$ cat config.mk
export PLATFORM = sky130hd
export DESIGN_NAME = extbus_if
export DESIGN_NICKNAME = d
export VERILOG_FILES = /design/src/rtl/extbus_if.sv
export SDC_FILE = /design/constraint.sdc
export NUM_CORES = 1
export LEC_CHECK = 0
export ABC_AREA = 1
export CAP_MARGIN = 20
export CORE_MARGIN = 2
export CORE_UTILIZATION = 59
export CTS_BUF_LIST = sky130_fd_sc_hd__clkbuf_8
export CTS_CLUSTER_SIZE = 24
export DETAILED_ROUTE_END_ITERATION = 8
export DONT_BUFFER_PORTS = 1
export GPL_ROUTABILITY_DRIVEN = 0
export GPL_TIMING_DRIVEN = 0
export PLACE_DENSITY = 0.78
export SYNTH_ARGS = -nofsm -noshare
export SYNTH_HDL_FRONTEND = slang
export SYNTH_SLANG_ARGS = --single-unit
$ cat constraint.sdc
create_clock -name clk25 -period 1.8 [get_ports clk25]
set_input_delay 0.09 -clock clk25 [delete_from_list [all_inputs] [get_ports clk25]]
set_output_delay 0.09 -clock clk25 [all_outputs]
set_load 0.03 [all_outputs]
$ cat src/rtl/extbus_if.sv
// extbus_if: brings an asynchronous 6502-style register bus into the clk25 domain and queues writes in a 4-entry FIFO.
// Define EXTBUS_GLITCH_FILTER_EN to add a third strobe stage that rejects single-cycle strobe pulses (one extra cycle of latency).
module extbus_if (
    input  logic       clk25,
    input  logic       rst_n,
    input  logic       extbus_cs_n,
    input  logic       extbus_rd_n,
    input  logic       extbus_wr_n,
    input  logic [4:0] extbus_a,
    input  logic [7:0] extbus_d_in,
    output logic [7:0] extbus_d_out,
    output logic       extbus_d_oe,
    output logic [4:0] rd_addr,
    input  logic [7:0] rd_data,
    output logic       rd_done,
    output logic [4:0] rd_done_addr,
    output logic       wr_valid,
    input  logic       wr_ready,
    output logic [4:0] wr_addr,
    output logic [7:0] wr_data,
    output logic       wr_overflow
);
    logic        s1_cs_n, s1_rd_n, s1_wr_n;
    logic [4:0]  s1_a;
    logic [7:0]  s1_d;
    logic        s2_cs_n, s2_rd_n, s2_wr_n;
    logic        s1_wr_act, s1_rd_act;
    logic [1:0]  act2;
    logic [1:0]  act_cur;
    logic [1:0]  act_q;
    logic [1:0]  armed;
    logic [1:0]  prime_cnt;
    logic        primed;
    logic        wr_end, rd_end;
    logic [4:0]  wr_sh_a, rd_sh_a;
    logic [7:0]  wr_sh_d;
    logic [12:0] fifo_mem [4];
    logic [1:0]  head, tail;
    logic [2:0]  count;
    logic        full, pop, push_ok;

    assign rd_addr      = extbus_a;
    assign extbus_d_out = rd_data;
    assign extbus_d_oe  = !extbus_cs_n && !extbus_rd_n;

    always_ff @(posedge clk25 or negedge rst_n) begin
        if (!rst_n) begin
            {s1_cs_n, s1_rd_n, s1_wr_n} <= 3'b111;
            {s2_cs_n, s2_rd_n, s2_wr_n} <= 3'b111;
            s1_a <= '0;
            s1_d <= '0;
        end else begin
            {s1_cs_n, s1_rd_n, s1_wr_n} <= {extbus_cs_n, extbus_rd_n, extbus_wr_n};
            {s2_cs_n, s2_rd_n, s2_wr_n} <= {s1_cs_n, s1_rd_n, s1_wr_n};
            s1_a <= extbus_a;
            s1_d <= extbus_d_in;
        end
    end

    assign s1_wr_act = !s1_cs_n && !s1_wr_n;
    assign s1_rd_act = !s1_cs_n && !s1_rd_n;
    assign act2      = {!s2_cs_n && !s2_rd_n, !s2_cs_n && !s2_wr_n};

`ifdef EXTBUS_GLITCH_FILTER_EN
    logic       s3_cs_n, s3_rd_n, s3_wr_n;
    logic [1:0] act3;

    always_ff @(posedge clk25 or negedge rst_n) begin
        if (!rst_n) begin
            {s3_cs_n, s3_rd_n, s3_wr_n} <= 3'b111;
        end else begin
            {s3_cs_n, s3_rd_n, s3_wr_n} <= {s2_cs_n, s2_rd_n, s2_wr_n};
        end
    end

    assign act3 = {!s3_cs_n && !s3_rd_n, !s3_cs_n && !s3_wr_n};
    // Follow stage 2 only after it has shown the same value twice in a row.
    assign act_cur = (act2 & act3) | (act_q & (act2 ^ act3));
`else
    assign act_cur = act2;
`endif

    // Arming waits until the strobe pipeline holds real bus samples, so an
    // access already running when reset releases is never reported.
    assign primed = (prime_cnt == 2'd3);
    assign wr_end = armed[0] && act_q[0] && !act_cur[0];
    assign rd_end = armed[1] && act_q[1] && !act_cur[1];

    always_ff @(posedge clk25 or negedge rst_n) begin
        if (!rst_n) begin
            prime_cnt    <= '0;
            act_q        <= '0;
            armed        <= '0;
            wr_sh_a      <= '0;
            wr_sh_d      <= '0;
            rd_sh_a      <= '0;
            rd_done      <= 1'b0;
            rd_done_addr <= '0;
        end else begin
            if (!primed) prime_cnt <= prime_cnt + 2'd1;
            act_q <= act_cur;
            armed <= armed | ({2{primed}} & ~act_cur);
            if (s1_wr_act) begin
                wr_sh_a <= s1_a;
                wr_sh_d <= s1_d;
            end
            if (s1_rd_act) rd_sh_a <= s1_a;
            rd_done <= rd_end;
            if (rd_end) rd_done_addr <= rd_sh_a;
        end
    end

    assign full     = (count == 3'd4);
    assign pop      = wr_valid && wr_ready;
    assign push_ok  = wr_end && (!full || pop);
    assign wr_valid = (count != 3'd0);
    assign wr_addr  = fifo_mem[head][12:8];
    assign wr_data  = fifo_mem[head][7:0];

    always_ff @(posedge clk25 or negedge rst_n) begin
        if (!rst_n) begin
            for (int i = 0; i < 4; i++) fifo_mem[i] <= '0;
            head        <= '0;
            tail        <= '0;
            count       <= '0;
            wr_overflow <= 1'b0;
        end else begin
            if (push_ok) begin
                fifo_mem[tail] <= {wr_sh_a, wr_sh_d};
                tail           <= tail + 2'd1;
            end
            if (pop) head <= head + 2'd1;
            case ({push_ok, pop})
                2'b10:   count <= count + 3'd1;
                2'b01:   count <= count - 3'd1;
                default: ;
            endcase
            if (wr_end && full && !pop) wr_overflow <= 1'b1;
        end
    end
endmodule

==> impl_metrics.tcl, run 1 <==
set metrics [dict create \
    status "complete, but fails checks" \
    violations "hold timing, setup timing" \
    combPwrFrac 0.437 \
    htreeDepth 3 \
    ios 62 \
    clkPwrFrac 0.172 \
    area_growth_pct 18.1 \
    cts_buffer_depth 2 \
    multi_input_area_um2 1850 \
    drcViolationCount 0 \
    finalMaxSlewViolations 0 \
    syn_inst 503 \
    antenna_found_initial 0 \
    final-setup-viol-count 2 \
    num-fill-cells 555 \
    via_count 3769 \
    pwr-share-seq 0.391 \
    final_nets 574 \
    final_cell_mix "nand2_1 (154), dfrtp_1 (102), nand4_1 (52), o21ai_0 (38), nor2_1 (31)" \
    register_area_um2 2740 \
    totalPowerFinal_mw 9.28 \
    n_antenna_cell 0 \
    r2r_cells 9 \
    switching_share 0.441 \
    hold_class "primary input to asynchronous set/reset pin" \
    ys_seq_area_frac 0.579 \
    vdd_drop_max_mv 0.765 \
    synth_largest_area_cell "dfrtp_1" \
    grt_max_degree 110 \
    slew_headroom 0.562 \
    tightest_slew_ns 0.657 \
    dr.pass1.iters 7 \
    grt_pass1_wl_um 18600 \
    ys_ff_latch 109 \
    final_common_cell "nand2_1" \
    layout_setup_ws_ns -0.00580 \
    clockRootBuffer "clkbuf_8" \
    cts_buffers 9 \
    cp-start-kind "register" \
    grt_pass1_vias 3759 \
    layout-drive-gt1-share 0.185 \
    max_freq_mhz 554 \
    post-route-util 0.722 \
    rrSetupSlack_ns -0.006 \
    fin_cells 647 \
    maxCapViolCount 0 \
    r2r-start "count[1]" \
    power_density_nw_per_um2 1660 \
    fp.dieW_um 93.5 \
    first_iter_violations 369 \
    power_switching_mw 4.10 \
    reg2reg_to "count[2]" \
    clk_pin_slew_ns 0.11 \
    yosysTopAreaCellShare 0.546 \
    num_rows 32 \
    final_area_um2 5580 \
    synth.area.top_cells "dfrtp_1 (55%), nand2_1 (12%), nand4_1 (6.9%), o21ai_0 (5.5%), dfstp_2 (3.3%)" \
    postSynthAreaPerCell_um2 9.39 \
    dp.cells 605 \
    power.internal_mw 5.19 \
    die_height_um 93.5 \
    start_util 0.611 \
    totalWireLength_um 11500 \
    grt_use_total 0.279 \
    antenna_left 0 \
    synth_cell_types 23 \
    final.min_clock_period_ns 1.81 \
    crit_type "register to register" \
    placed_area_um2 4870 \
    dieArea_um2 8740 \
    wl_per_cell_um 17.8 \
    cts_tree "built" \
    clock-sinks 109 \
    worstPathRequired_ns 2.06 \
    hold_viol 109 \
    hpwl_um 7130 \
    cts_hold_buffers 18 \
    arrival_ns 2.07 \
    leakagePower_nw 2.71 \
    portBuffers 0 \
    synthesis.nets 537 \
    yosysWarningCount 0 \
    vias_per_cell 5.83 \
    syn_area_um2 4720 \
    period_share 1.00 \
    fin_skew_ns 0.00969 \
    rsz0062_at_grt "yes" \
    clkLatencyLatePin_ns 0.38 \
    holdWs_ns -0.604 \
    grt_overflow 0 \
    cp_max_fo 3 \
    core_area_um2 7730 \
    cp-end-kind "register" \
]
flip-flops by register name, indices dropped and copies added, names as in the netlist, 3 cells and up:
name / count
rd_sh_a: 5
rd_done_addr: 5
s1_a: 5
s1_d: 8
fifo_mem: 52
wr_sh_d: 8
count: 3
wr_sh_a: 5
critical path: stages (launching register included):
cell and delay (ns):
dfrtp_1 0.42, nor2_4 0.23, nand2_8 0.07, nand2_4 0.08, ha_4 0.14, inv_2 0.04, fa_2 0.40, nand2_1 0.08
nand3b_1 0.09, xor2_1 0.15
through the flow:
step | TNS (ns) | worst slack (ns)
floorplan | 0 | 0.00751
global placement | -0.307 | -0.127
detailed placement | -0.628 | -0.172
CTS | 0 | 0.000715
global route | -0.260 | -0.0758
finish | -0.0115 | -0.00580
Yosys cell counts, drive strengths merged:
master / n
buf: 37
clkbuf: 7
dfrtp: 103
dfstp: 6
fa: 1
ha: 6
inv: 19
nand2: 158
nand3: 7
nand3b: 1
nand4: 52
nor2: 35
o21ai: 52
o21bai: 1
o22ai: 13
xnor2: 3
xor2: 2
how the worst max path moves through the flow:
stage              from          to  depth (start not counted)
2_1_floorplan   s2_cs_n    count[1]                          8
4_1_cts         head[0]  wr_data[5]                          5
5_1_grt        count[1]    count[2]                         11
6_report       count[1]    count[2]                          9
3_3_place_gp    s2_cs_n    count[1]                          8
3_5_place_dp    s2_cs_n    count[1]                          8
cell type report:
cell class,count,area share
Buffer,43,0.0590
Multi-Input combinational cell,331,0.331
Timing Repair Buffer,27,0.0449
Clock inverter,7,0.0159
Inverter,19,0.0135
Clock buffer,9,0.0222
Tap cell,102,0.0229
Sequential cell,109,0.491
power by group through the flow:
| stage | sequential, mW | combinational (mW) | clock [mW] |
|---|---|---|---|
| after floorplan | 3.51 | 2.39 | 0 |
| after global placement | 3.60 | 2.88 | 0 |
| after detailed placement | 3.64 | 2.98 | 0 |
| after CTS | 3.59 | 3.62 | 1.60 |
| after global routing | 3.70 | 4.37 | 1.70 |
| final | 3.63 | 4.06 | 1.59 |
metal layers:
layer / routed length [µm] / up-vias / share of wire / track usage
met5: 0 / - / 0 / 0
met4: 232 / 0 / 0.020 / 0.0846
met3: 971 / 29 / 0.084 / 0.0774
met2: 5710 / 180 / 0.50 / 0.452
met1: 4590 / 1820 / 0.40 / 0.371
li1: - / 1740 / - / -
what timing repair did:
item,in CTS,in global routing
endpoints found under the setup margin,15,17
gates resized for setup,38,31
pin swaps,6,7
hold endpoints to repair,130,109
buffers inserted,8,1
cell families after synthesis:
kind of cell / after synthesis / synth area share
simple gates: 253 / 0.234
flops: 109 / 0.579
compound gates: 66 / 0.0739
buf+inv: 63 / 0.0832
fa+ha+maj: 7 / 0.0201
xor+xnor: 5 / 0.00927
No activity file was read; power rests on OpenSTA's default activity.
==> run 2: changes to the inputs <==
--- a/config.mk
+++ b/config.mk
@@ -16,6 +16,7 @@
 export GPL_ROUTABILITY_DRIVEN = 0
 export GPL_TIMING_DRIVEN = 0
 export PLACE_DENSITY = 0.78
+export RECOVER_POWER = 50
 export SYNTH_ARGS = -nofsm -noshare
 export SYNTH_HDL_FRONTEND = slang
 export SYNTH_SLANG_ARGS = --single-unit
==> run 2 against run 1 <==
Effect of this change:
- the run still ends with hold timing, setup timing left
- critical path depth unchanged
- sequential power about the same
- hold slack better by 0.0020 ns
- first-iteration DRC count unchanged
- combinational power about the same
- global-route usage unchanged
- die area unchanged
- design area down 0.61%
- routed wire length about the same
- critical path type unchanged
==> impl_metrics.tcl, run 2 (same netlist as run 1, synthesis figures left out) <==
set metrics [dict create \
    cts_hold_buffers 18 \
    fin_skew_ns 0.00910 \
    fp.dieW_um 93.5 \
    num-fill-cells 565 \
    preCtsSetupSlack_ns -0.172 \
    portBuffers 0 \
    wl_per_cell_um 17.8 \
    n_antenna_cell 0 \
    clkLatencyLatePin_ns 0.37 \
    grt_overflow 0 \
    post-route-util 0.717 \
    clockRootBuffer "clkbuf_8" \
    cp_max_fo 3 \
    largest_reg_flops 52 \
    grt_max_degree 110 \
    totalWireLength_um 11500 \
    first_iter_violations 369 \
    vdd_drop_max_mv 0.765 \
    r2r_cells 9 \
    cts_buffer_depth 2 \
    slew_headroom 0.553 \
    violations "hold timing, setup timing" \
    grt_pass1_wl_um 18600 \
    hold_viol 109 \
    start_util 0.611 \
    cp-end-kind "register" \
    layout_setup_ws_ns -0.00580 \
    holdWs_ns -0.602 \
    crit_type "register to register" \
    max_freq_mhz 554 \
    hold_class "primary input to asynchronous set/reset pin" \
    antenna_left 0 \
    reg_top3 "fifo_mem: 52 flops, s1_d: 8 flops, wr_sh_d: 8 flops" \
    grt_pass1_vias 3759 \
    layout-drive-gt1-share 0.169 \
    final_nets 574 \
    arrival_ns 2.07 \
    rrSetupSlack_ns -0.006 \
    power_density_nw_per_um2 1670 \
    clock-sinks 109 \
    regMostFlops "fifo_mem" \
    ios 62 \
    final_cell_mix "nand2_1 (154), dfrtp_1 (102), nand4_1 (52), o21ai_0 (38), nor2_1 (31)" \
    dr.pass1.iters 5 \
    cts_tree "built" \
    leakagePower_nw 2.67 \
    grt_use_total 0.279 \
    fin_setup_tns_ns -0.00580 \
    htreeDepth 3 \
    via_count 3764 \
    maxCapViolCount 0 \
    period_share 1.00 \
    final-setup-viol-count 1 \
    vias_per_cell 5.82 \
    clk_pin_slew_ns 0.11 \
    rsz0062_at_grt "yes" \
    cts_buffers 9 \
    core_area_um2 7730 \
    num_rows 32 \
    die_height_um 93.5 \
    antenna_found_initial 0 \
    status "complete, but fails checks" \
    area_growth_pct 17.4 \
    final.min_clock_period_ns 1.81 \
    finalMaxSlewViolations 0 \
    tightest_slew_ns 0.670 \
    final_common_cell "nand2_1" \
    worstPathRequired_ns 2.06 \
    cp-start-kind "register" \
    drcViolationCount 0 \
    hpwl_um 7130 \
    dieArea_um2 8740 \
]
-- run 2: path summary, 6_finish.rpt --
path / startpoint / end
max in group asynchronous: rst_n / s2_cs_n
hold / removal: rst_n / fifo_mem[10]
setup reg to reg: count[1] / count[2]
setup / recovery: count[1] / count[2]
hold reg to reg: s1_rd_n / s2_rd_n
min in group clk25: wr_ready / count[1]
-- run 2: per-layer routing --
metal  vias to the layer above  routed length, µm  global-route usage
met1                      1828               4680               0.371
met4                         0                214              0.0846
met3                        26                869              0.0774
met5                         -                  0                   0
met2                       170               5740               0.452
li1                       1740                  -                   -
-- run 2: power breakdown --
part / internal (mW) / switching (mW)
Clock: 0.681 / 0.911
Combinational: 1.37 / 2.68
Sequential: 3.13 / 0.501
-- run 2: through the flow --
stage	total power, mW	std cells	instance area (µm²)
CTS	8.81	646	5490
floorplan	5.90	503	4740
finish	9.27	647	5540
global placement	6.49	605	4870
detailed placement	6.62	605	4870
global route	9.76	647	5540
-- run 2: layout make-up --
class,instances,area (µm²),area share
well taps,102,128,0.0230
clock buffers,9,124,0.0223
clock inverters,7,88.8,0.0160
plain buffers,43,295,0.0533
multi-input cells,331,1850,0.333
inverters,19,75.1,0.0135
flip-flops and latches,109,2740,0.494
repair buffers,27,250,0.0451
-- run 2: timing repair --
item	4_1_cts	5_1_grt
gates resized for setup	38	31
setup buffers	8	1
setup endpoints to repair	15	17
pin swaps	6	7
endpoints found under the hold margin	130	109
-- run 2: worst max-delay path, stage by stage, from the launching register on --
cell and delay, ns:
dfrtp_1 0.42, nor2_4 0.23, nand2_8 0.07, nand2_4 0.08, ha_4 0.14, inv_2 0.04
fa_2 0.40, nand2_1 0.08, nand3b_1 0.09, xor2_1 0.15
